===== config.mk =====
export PLATFORM = sky130hd
export DESIGN_NAME = mdu_iterative_flat
export DESIGN_NICKNAME = d
export VERILOG_FILES = /design/src/rtl/mdu_iterative_if.sv /design/src/rtl/mdu_iterative.sv /design/src/flat_wrapper.sv
export SDC_FILE = /design/constraint.sdc
export NUM_CORES = 1
export LEC_CHECK = 0
export ABC_AREA = 1
export BUFFER_PORTS_ARGS = -buffer_cell sky130_fd_sc_hd__buf_2
export CORE_ASPECT_RATIO = 1.5
export CORE_MARGIN = 8
export CORE_UTILIZATION = 40
export CTS_BUF_LIST = sky130_fd_sc_hd__clkbuf_2 sky130_fd_sc_hd__clkbuf_4 sky130_fd_sc_hd__clkbuf_8
export DETAILED_ROUTE_END_ITERATION = 10
export PLACE_DENSITY_LB_ADDON = 0.25
export SYNTH_ARGS = -nofsm -noshare
export SYNTH_HDL_FRONTEND = slang
export SYNTH_SLANG_ARGS = --single-unit

===== constraint.sdc =====
create_clock -name clk -period 3.55 [get_ports clk]
set_input_delay 0.71 -clock clk [delete_from_list [all_inputs] [get_ports clk]]
set_output_delay 0.71 -clock clk [all_outputs]
set_load 0.01 [all_outputs]

===== src/rtl/mdu_iterative_if.sv =====
// Operand/result bundle between decode/register-file and the iterative RV32M unit.
// The master side issues operations; the slave side (the unit) returns writeback.
interface mdu_iterative_if #(
    parameter int XLEN = 32
);
    logic            start;
    logic [2:0]      funct3;
    logic [XLEN-1:0] op_a;
    logic [XLEN-1:0] op_b;
    logic [4:0]      rd;
    logic            busy;
    logic            done;
    logic [XLEN-1:0] result;
    logic            wb_en;
    logic [4:0]      wb_addr;

    modport master (
        output start, funct3, op_a, op_b, rd,
        input  busy, done, result, wb_en, wb_addr
    );

    modport slave (
        input  start, funct3, op_a, op_b, rd,
        output busy, done, result, wb_en, wb_addr
    );
endinterface


===== src/rtl/mdu_iterative.sv =====
// Iterative RV32M multiply/divide: one shift-add or restoring-divide step per cycle,
// 33 cycles from accept to a single-cycle writeback request.
module mdu_iterative #(
    parameter int XLEN  = 32,
    parameter int CNT_W = 5
) (
    input  logic            clk,
    input  logic            rst,
    mdu_iterative_if.slave  bus
);
    localparam logic [2:0] F_MUL    = 3'd0;
    localparam logic [2:0] F_MULH   = 3'd1;
    localparam logic [2:0] F_MULHSU = 3'd2;
    localparam logic [2:0] F_MULHU  = 3'd3;
    localparam logic [2:0] F_DIV    = 3'd4;
    localparam logic [2:0] F_DIVU   = 3'd5;
    localparam logic [2:0] F_REM    = 3'd6;
    localparam logic [2:0] F_REMU   = 3'd7;

    typedef enum logic [1:0] {
        IDLE = 2'b00,
        CALC = 2'b01,
        DONE = 2'b10
    } state_t;

    state_t            state_r, state_nx_s;
    logic              accept_s;
    logic [CNT_W-1:0]  cnt_r;
    logic [XLEN-1:0]   hi_r, lo_r, opnd_r, op_a_r;
    logic [2:0]        f3_r;
    logic [4:0]        rd_r;
    logic              sgn_ab_r, sgn_a_r, dz_r, ovf_r;
    logic              busy_r, done_r, wb_en_r;
    logic [XLEN-1:0]   result_r;
    logic [4:0]        wb_addr_r;

    logic              a_signed_s, b_signed_s, sa_s, sb_s;
    logic [XLEN-1:0]   a_mag_s, b_mag_s;
    logic [XLEN:0]     mul_sum_s, div_shift_s;
    logic [XLEN-1:0]   div_diff_s;
    logic              div_ge_s;
    logic [XLEN-1:0]   iter_hi_s, iter_lo_s, final_s;
    logic [2*XLEN-1:0] prod_s;

    function automatic logic [XLEN-1:0] cneg_f(input logic [XLEN-1:0] v, input logic n);
        return n ? ({XLEN{1'b0}} - v) : v;
    endfunction

    function automatic logic [2*XLEN-1:0] cneg2_f(input logic [2*XLEN-1:0] v, input logic n);
        return n ? ({(2*XLEN){1'b0}} - v) : v;
    endfunction

    // Operand signedness and magnitudes for the operation being offered
    always_comb begin
        a_signed_s = 1'b0;
        b_signed_s = 1'b0;
        case (bus.funct3)
            F_MUL, F_MULH, F_DIV, F_REM: begin
                a_signed_s = 1'b1;
                b_signed_s = 1'b1;
            end
            F_MULHSU: begin
                a_signed_s = 1'b1;
                b_signed_s = 1'b0;
            end
            default: begin
                a_signed_s = 1'b0;
                b_signed_s = 1'b0;
            end
        endcase
        sa_s    = a_signed_s & bus.op_a[XLEN-1];
        sb_s    = b_signed_s & bus.op_b[XLEN-1];
        a_mag_s = cneg_f(bus.op_a, sa_s);
        b_mag_s = cneg_f(bus.op_b, sb_s);
    end

    // One iteration step and the sign/special-case resolved final value
    always_comb begin
        mul_sum_s   = {1'b0, hi_r} + (lo_r[0] ? {1'b0, opnd_r} : {(XLEN+1){1'b0}});
        div_shift_s = {hi_r, lo_r[XLEN-1]};
        div_ge_s    = (div_shift_s >= {1'b0, opnd_r});
        div_diff_s  = div_shift_s[XLEN-1:0] - opnd_r;
        if (f3_r[2]) begin
            iter_hi_s = div_ge_s ? div_diff_s : div_shift_s[XLEN-1:0];
            iter_lo_s = {lo_r[XLEN-2:0], div_ge_s};
        end else begin
            iter_hi_s = mul_sum_s[XLEN:1];
            iter_lo_s = {mul_sum_s[0], lo_r[XLEN-1:1]};
        end
        prod_s = cneg2_f({iter_hi_s, iter_lo_s}, sgn_ab_r);
        case (f3_r)
            F_MUL:                     final_s = prod_s[XLEN-1:0];
            F_MULH, F_MULHSU, F_MULHU: final_s = prod_s[2*XLEN-1:XLEN];
            F_DIV:   final_s = dz_r ? {XLEN{1'b1}} :
                               (ovf_r ? {1'b1, {(XLEN-1){1'b0}}} : cneg_f(iter_lo_s, sgn_ab_r));
            F_DIVU:  final_s = dz_r ? {XLEN{1'b1}} : iter_lo_s;
            F_REM:   final_s = dz_r ? op_a_r :
                               (ovf_r ? {XLEN{1'b0}} : cneg_f(iter_hi_s, sgn_a_r));
            F_REMU:  final_s = dz_r ? op_a_r : iter_hi_s;
            default: final_s = {XLEN{1'b0}};
        endcase
    end

    // Next-state logic; start is only honoured in IDLE or DONE
    always_comb begin
        state_nx_s = state_r;
        accept_s   = 1'b0;
        case (state_r)
            IDLE, DONE: begin
                if (bus.start) begin
                    state_nx_s = CALC;
                    accept_s   = 1'b1;
                end else begin
                    state_nx_s = IDLE;
                    accept_s   = 1'b0;
                end
            end
            CALC: begin
                if (cnt_r == {CNT_W{1'b1}}) begin
                    state_nx_s = DONE;
                end else begin
                    state_nx_s = CALC;
                end
            end
            default: begin
                state_nx_s = IDLE;
                accept_s   = 1'b0;
            end
        endcase
    end

    // State register and registered handshake outputs
    always_ff @(posedge clk) begin
        if (!rst) begin
            state_r <= IDLE;
            busy_r  <= 1'b0;
            done_r  <= 1'b0;
            wb_en_r <= 1'b0;
        end else begin
            state_r <= state_nx_s;
            busy_r  <= (state_nx_s == CALC);
            done_r  <= (state_nx_s == DONE);
            wb_en_r <= (state_nx_s == DONE) && (rd_r != 5'd0);
        end
    end

    // Operand latch on accept, then one iteration per CALC cycle
    always_ff @(posedge clk) begin
        if (!rst) begin
            cnt_r    <= {CNT_W{1'b0}};
            hi_r     <= {XLEN{1'b0}};
            lo_r     <= {XLEN{1'b0}};
            opnd_r   <= {XLEN{1'b0}};
            op_a_r   <= {XLEN{1'b0}};
            f3_r     <= 3'd0;
            rd_r     <= 5'd0;
            sgn_ab_r <= 1'b0;
            sgn_a_r  <= 1'b0;
            dz_r     <= 1'b0;
            ovf_r    <= 1'b0;
        end else if (accept_s) begin
            cnt_r    <= {CNT_W{1'b0}};
            hi_r     <= {XLEN{1'b0}};
            lo_r     <= bus.funct3[2] ? a_mag_s : b_mag_s;
            opnd_r   <= bus.funct3[2] ? b_mag_s : a_mag_s;
            op_a_r   <= bus.op_a;
            f3_r     <= bus.funct3;
            rd_r     <= bus.rd;
            sgn_ab_r <= sa_s ^ sb_s;
            sgn_a_r  <= sa_s;
            dz_r     <= (bus.op_b == {XLEN{1'b0}});
            ovf_r    <= a_signed_s && b_signed_s &&
                        (bus.op_a == {1'b1, {(XLEN-1){1'b0}}}) && (bus.op_b == {XLEN{1'b1}});
        end else if (state_r == CALC) begin
            cnt_r <= cnt_r + {{(CNT_W-1){1'b0}}, 1'b1};
            hi_r  <= iter_hi_s;
            lo_r  <= iter_lo_s;
        end
    end

    // Result and destination captured on the final iteration, held until the next one
    always_ff @(posedge clk) begin
        if (!rst) begin
            result_r  <= {XLEN{1'b0}};
            wb_addr_r <= 5'd0;
        end else if ((state_r == CALC) && (state_nx_s == DONE)) begin
            result_r  <= final_s;
            wb_addr_r <= rd_r;
        end
    end

    assign bus.busy    = busy_r;
    assign bus.done    = done_r;
    assign bus.wb_en   = wb_en_r;
    assign bus.result  = result_r;
    assign bus.wb_addr = wb_addr_r;
endmodule

===== src/flat_wrapper.sv =====
// flat-port wrapper written by rule: the top's interface ports become plain ports
module mdu_iterative_flat 
#(
    parameter int XLEN  = 32,
    parameter int CNT_W = 5
)
  (clk, rst, bus_start, bus_funct3, bus_op_a, bus_op_b, bus_rd, bus_busy, bus_done, bus_result, bus_wb_en, bus_wb_addr);
  mdu_iterative_if #(.XLEN(XLEN)) bus_i ();
  input  logic clk;
  input  logic rst;
  input wire logic [$bits(bus_i.start)-1:0] bus_start;
  input wire logic [$bits(bus_i.funct3)-1:0] bus_funct3;
  input wire logic [$bits(bus_i.op_a)-1:0] bus_op_a;
  input wire logic [$bits(bus_i.op_b)-1:0] bus_op_b;
  input wire logic [$bits(bus_i.rd)-1:0] bus_rd;
  output wire logic [$bits(bus_i.busy)-1:0] bus_busy;
  output wire logic [$bits(bus_i.done)-1:0] bus_done;
  output wire logic [$bits(bus_i.result)-1:0] bus_result;
  output wire logic [$bits(bus_i.wb_en)-1:0] bus_wb_en;
  output wire logic [$bits(bus_i.wb_addr)-1:0] bus_wb_addr;
  assign bus_i.start = bus_start;
  assign bus_i.funct3 = bus_funct3;
  assign bus_i.op_a = bus_op_a;
  assign bus_i.op_b = bus_op_b;
  assign bus_i.rd = bus_rd;
  assign bus_busy = bus_i.busy;
  assign bus_done = bus_i.done;
  assign bus_result = bus_i.result;
  assign bus_wb_en = bus_i.wb_en;
  assign bus_wb_addr = bus_i.wb_addr;
  mdu_iterative #(.XLEN(XLEN), .CNT_W(CNT_W)) u_core (.clk(clk), .rst(rst), .bus(bus_i));
endmodule

**Yosys cells after proc, flatten, opt, wreduce, memory -nomap -nowiden**

Cells that the tools add are included.

- Bits in registers: 187
- Output and inout port bits: 40

- Add/sub/neg operators: 8
- Order comparisons: 1
- Equality and inequality tests: 18
- Multiplexer cells: 27
- Bitwise logic cells: 4
- Reduce and logical (&&, ||, !) cells: 16

Operator list:

| cell | count |
|---|---|
| 32-bit 2-to-1 mux | 18 |
| 32-bit one-hot mux with 6 select lines | 1 |
| 1-bit by 32-bit subtractor with 32-bit output (first input constant) | 4 |
| 32-bit equality test (second input constant) | 2 |
| 64-bit 2-to-1 mux | 1 |
| 1-bit by 64-bit subtractor with 64-bit output (first input constant) | 1 |
| 32-bit by 33-bit adder with 33-bit output | 1 |
| 33-bit by 32-bit greater-or-equal comparator with 1-bit output | 1 |
| 32-bit logical NOT | 1 |
| 32-bit subtractor | 1 |
| 3-bit equality test (second input constant) | 6 |
| 3-bit by 2-bit equality test with 1-bit output (second input constant) | 3 |
| 3-bit by 1-bit equality test with 1-bit output (second input constant) | 2 |
| 3-bit logical NOT | 2 |
| 5-bit by 1-bit adder with 5-bit output (second input constant) | 1 |
| 5-bit equality test (second input constant) | 1 |
| 1-bit logical AND | 5 |
| 1-bit 2-to-1 mux | 5 |
| 5-bit nonzero test | 1 |
| 5-bit OR reduction | 1 |
| 2-bit by 1-bit equality test with 1-bit output (second input constant) | 2 |
| 2-bit equality test (second input constant) | 2 |
| 2-bit one-hot mux with 2 select lines | 1 |
| 2-bit OR reduction | 2 |
| other kinds (8) | 9 |

**Logic depth before layout (Yosys ltp)**

- Word-level depth: 8
- Mapped depth: 36
- Depth with buffers taken out: 35

**Worst setup path before layout**

No wires, ideal clock.

- Kind: register to register
- Start: reg u_core.opnd_r[23]
- End: reg u_core.result_r[28] (netlist: u_core.bus.result[28])
- Setup time: 131 ps
- Arrival time: 3712 ps
- Data required time: 3419 ps
- Path slack: -293 ps
- Stages on the path, launching flop included: 33
- Buffers on the path: 1
- Cells stage by stage: dfxtp_1 > inv_1 > ha_1 > nand2_2 > inv_1 > a21oi_2 > nand2_1 > nand2_1 > nand3_2 > nor2_8 > buf_6 > nand3_1 > o21ai_2 > ha_1 > nand3_1 > nor2_2 > nand3_1 > nor2_2 > nand2_2 > nor2_2 > nand4_2 > nor2_1 > nand4_1 > nor2_1 > nand2_1 > o21ai_4 > nand3_1 > nand3_1 > nand2_1 > inv_1 > nand2_1 > nand2_1 > a21oi_2

- Word-level cells in the longest chain between the ends: 8

Ends and longest elaborated chain:

| what | line | RTL |
|---|---|---|
| start, declared | mdu_iterative.sv:29 | `logic [XLEN-1:0] hi_r, lo_r, opnd_r, op_a_r;` |
| start signal, assigned | mdu_iterative.sv:153 | `opnd_r <= {XLEN{1'b0}};` |
| start signal, assigned | mdu_iterative.sv:165 | `opnd_r <= bus.funct3[2] ? b_mag_s : a_mag_s;` |
| 32-bit 2-to-1 mux (tied with other cells) | mdu_iterative.sv:79 | `mul_sum_s = {1'b0, hi_r} + (lo_r[0] ? {1'b0, opnd_r} : {(XLEN+1){1'b0}});` |
| 32-bit by 33-bit adder with 33-bit output or 32-bit 2-to-1 mux (tied branches) | mdu_iterative.sv:79, mdu_iterative.sv:84 |  |
| 32-bit 2-to-1 mux | mdu_iterative.sv:83 | `if (f3_r[2]) begin` |
| 1-bit by 32-bit subtractor with 32-bit output | mdu_iterative.sv:46 | `return n ? ({XLEN{1'b0}} - v) : v;` |
| 32-bit 2-to-1 mux | mdu_iterative.sv:46 |  |
| 32-bit 2-to-1 mux | mdu_iterative.sv:98 | `(ovf_r ? {XLEN{1'b0}} : cneg_f(iter_hi_s, sgn_a_r));` |
| 32-bit 2-to-1 mux | mdu_iterative.sv:97 | `F_REM: final_s = dz_r ? op_a_r :` |
| 32-bit one-hot mux with 6 select lines (*) | mdu_iterative.sv:91 | `case (f3_r)` |
| end signal, assigned | mdu_iterative.sv:184 | `result_r <= {XLEN{1'b0}};` |
| end signal, assigned | mdu_iterative.sv:187 | `result_r <= final_s;` |
| end, declared | mdu_iterative.sv:34 | `logic [XLEN-1:0] result_r;` |

Every way passes the cells marked *; elsewhere a longest branch is shown, timed or not.
A chain may end at the register's enable or synchronous reset.

**Worst setup path in the final report**

- Start: reg u_core.hi_r[23]
- End: reg u_core.result_r[30] (netlist: u_core.bus.result[30])

- Word-level cells in the longest chain between the ends: 8

Ends and longest elaborated chain:

| what | line | RTL |
|---|---|---|
| start, declared | mdu_iterative.sv:29 |  |
| start signal, assigned | mdu_iterative.sv:151 | `hi_r <= {XLEN{1'b0}};` |
| start signal, assigned | mdu_iterative.sv:163 | `hi_r <= {XLEN{1'b0}};` |
| start signal, assigned | mdu_iterative.sv:176 | `hi_r <= iter_hi_s;` |
| 32-bit subtractor or 33-bit by 32-bit greater-or-equal comparator with 1-bit output (tied branches) | mdu_iterative.sv:82, mdu_iterative.sv:81 |  |
| 32-bit 2-to-1 mux | mdu_iterative.sv:84 | `iter_hi_s = div_ge_s ? div_diff_s : div_shift_s[XLEN-1:0];` |
| 32-bit 2-to-1 mux | mdu_iterative.sv:83 |  |
| 1-bit by 32-bit subtractor with 32-bit output | mdu_iterative.sv:46 |  |
| 32-bit 2-to-1 mux | mdu_iterative.sv:46 |  |
| 32-bit 2-to-1 mux | mdu_iterative.sv:98 |  |
| 32-bit 2-to-1 mux | mdu_iterative.sv:97 |  |
| 32-bit one-hot mux with 6 select lines (*) | mdu_iterative.sv:91 |  |

Marked as above.

==> metrics.cfg <==
[clocking]
cts_tree = yes
cts_buffer_depth = 2
numCtsBuffers = 17
path_clk_slew_ns = 0.13
cts-htree-levels = 4
cts.sinks = 187
cts-root-buf = clkbuf_8
postCtsHoldBufs = 0
insertion_delay_ns = 0.58

[synth]
synthTopCellsByArea = nand2_1 (22%), dfxtp_1 (19%), inv_1 (9.3%), nand3_1 (6.6%), nor2_1 (5.6%)
syn-cell-area_um2 = 20200
ys_seq_elements = 187
syn-num-nets = 3774
synth_edf_count = 0
synth_flop_cell = dfxtp_1
syn-instance-count = 3626
ys_seq_area_share_pct = 18.5
ys_warn_count = 0
yosysTopAreaCell = nand2_1
yosysTopAreaCellShare_pct = 22.1
synth_area_per_cell_um2 = 5.57
async_flop_share_pct = 0
synth_cell_type_count = 60

[timing]
drv_slew = 0
setup_viol = 30
timing.fmax_mhz = 261
hold_viol = 0
skew_ns = 0.0291
rsz0062_at_grt = true
timing.final.crit_share_pct = 108
fin_crit_ns = 3.83
tightest_slew_ns = 1.21
final.setup.worst_slack_ns = -0.283
slew_headroom_pct = 18.4

[floorplanning]
die_w_um = 199
die_area_um2 = 58000
core_region_area_um2 = 50300
rows = 101
initial_core_util_pct = 40.1
io_pins = 115
fp.dieH_um = 291

[hold_path]
min_path_cells = 3
hold_class = in -> reg

[routing]
wl_mm = 119
vias = 27600
wl_per_cell_um = 23.8
ant_nets = 0
drt_pre_antenna_iters = 7
drc_errors = 0
drt_first_iter_violations = 2783
via_per_inst = 5.51

[setup_path]
cp_slowest_cell = dfxtp_1
max_stage_delay_ns = 0.44
worstSetupPathType = reg -> reg
critPathRequiredTime_ns = 4.00
cp_max_fo = 4
arrival_ns = 4.28
end_kind = register
start_kind = register
rrSetupSlack_ns = -0.28
rr_worst_depth = 30

[final_layout]
fin_cells = 4998
final_common_cell = nand2_1
area_growth_pct = 41.6
fin_nets = 4463
n_fill_cell = 5396
multiInputGateArea_um2 = 15600
layout.area.seq_um2 = 3810
fin_area_um2 = 28600
drive_above_1_share_pct = 30.6
mostFrequentLayoutCells = nand2_1 (1,092), buf_4 (678), inv_1 (462), nor2_1 (242), nand3_1 (232)

[power]
p_leak_nw = 14.6
ir_drop_mv = 0.502
powerDensity_nw_per_um2 = 412

[run_status]
outcome = complete, but fails checks
violations = setup timing

[global_route]
antenna_found_initial = 1
grt.busiest_layer = met2
met1_usage_pct = 42.3
met2_usage_pct = 65.7
grt_pass1_vias = 26300
grt_start_max_net_pins = 73
grt.total_usage_pct = 39.9
grt_first_pass_wirelength_mm = 170
grt_util_met3_pct = 6.02
grt_overflow = 0

[placed_design]
numPortBuffers = 114
placed_cells = 4904
place_area_um2 = 26400
place_ws_ns = -0.453
place_congestion = 1.05
dp_hpwl_mm = 94.6

[job]
drv_cap = 0

==> where the power goes <==
part | internal [mW] | total (mW) | switching, mW
Clock | 0.533 | 1.59 | 1.06
Combinational | 3.06 | 7.80 | 4.73
Sequential | 2.25 | 2.40 | 0.146
Total | 5.85 | 11.8 | 5.93
==> worst paths after layout <==
| path | from | to |
|---|---|---|
| max | u_core.hi_r[23] | u_core.bus.result[30] |
| min | bus_rd[0] | u_core.rd_r[0] |
| max reg2reg | u_core.hi_r[23] | u_core.bus.result[30] |
| min reg2reg | u_core.op_a_r[18] | u_core.op_a_r[18] |
==> timing repair <==
action,in CTS,in global routing
endpoints found under the setup margin,32,33
hold endpoints to repair,0,0
setup buffers,24,38
gates cloned,1,0
pin swaps,54,102
resized for setup,125,241
==> per-layer routing <==
layer  routed length, um  vias to the layer above
li1                    -                    13000
met3                8200                      503
met5                   0                        -
met4               14600                        0
met2               54700                     1429
met1               41400                    12600
==> flip-flops by register name (all words and copies together) (netlist names) <==
name and count:
u_core.lo_r 32, u_core.bus.busy 1, u_core.bus.wb_en 1, u_core.state_r 2, u_core.dz_r 1, u_core.f3_r 3, u_core.rd_r 5, u_core.hi_r 32
u_core.ovf_r 1, u_core.bus.wb_addr 5, u_core.bus.result 32, u_core.sgn_a_r 1, u_core.cnt_r 5, u_core.op_a_r 32, u_core.opnd_r 32, u_core.bus.done 1
u_core.sgn_ab_r 1
==> logic make-up (layout without fill, tap and decap cells) <==
logic type      count (synthesis)  after routing  synth area share, %
buf+inv                       661           1362                 12.9
flops                         187            187                 18.5
compound gates                603            603                 17.0
other cells                     0              1                    0
simple gates                 1979           1980                 41.6
xor+xnor                      123            123                 5.34
fa+ha+maj                      73             73                 4.60
==> cell usage after synthesis, types with 26 or more instances <==
master	count
nand2_1	1188
inv_1	499
nor2_1	302
nand3_1	268
o21ai_0	225
a21oi_1	201
dfxtp_1	187
xor2_1	100
clkbuf_1	96
ha_1	71
nand4_1	61
o211ai_1	53
nor3_1	49
nor2_2	26
==> worst max-delay path: cells and delay by family (launching register included) <==
kind / cells / cell delay (ns)
and+or+nand+nor: 17 / 1.69
AOI/OAI and AO/OA: 5 / 0.51
DFF: 1 / 0.44
adders and majority gates: 2 / 0.43
buffers and inverters: 5 / 0.43
xor gates and xnor gates: 1 / 0.20
==> cell type report <==
cell class / count / area share (%)
multi-input cells: 2779 / 54.5
repair buffers: 815 / 21.1
flip-flops and latches: 187 / 13.3
inverters: 515 / 6.76
well taps: 669 / 2.93
clock buffers: 17 / 0.819
clock inverters: 15 / 0.595
diodes: 1 / 0.00876
==> per-stage QoR <==
stage / hold slack (ns) / setup TNS, ns / util (%) / power, mW
after CTS: 0.317 / -5.27 / 54.5 / 11.1
after global routing: 0.340 / -10.88 / 56.8 / 12.3
after floorplan: 0.419 / -0.0756 / - / 5.84
after detailed placement: 0.439 / -9.65 / 52.5 / 9.27
final: 0.338 / -4.58 / 56.8 / 11.8
after global placement: 0.430 / -8.82 / 52.5 / 9.28
Note: power is estimated with default switching activity, not from simulation.
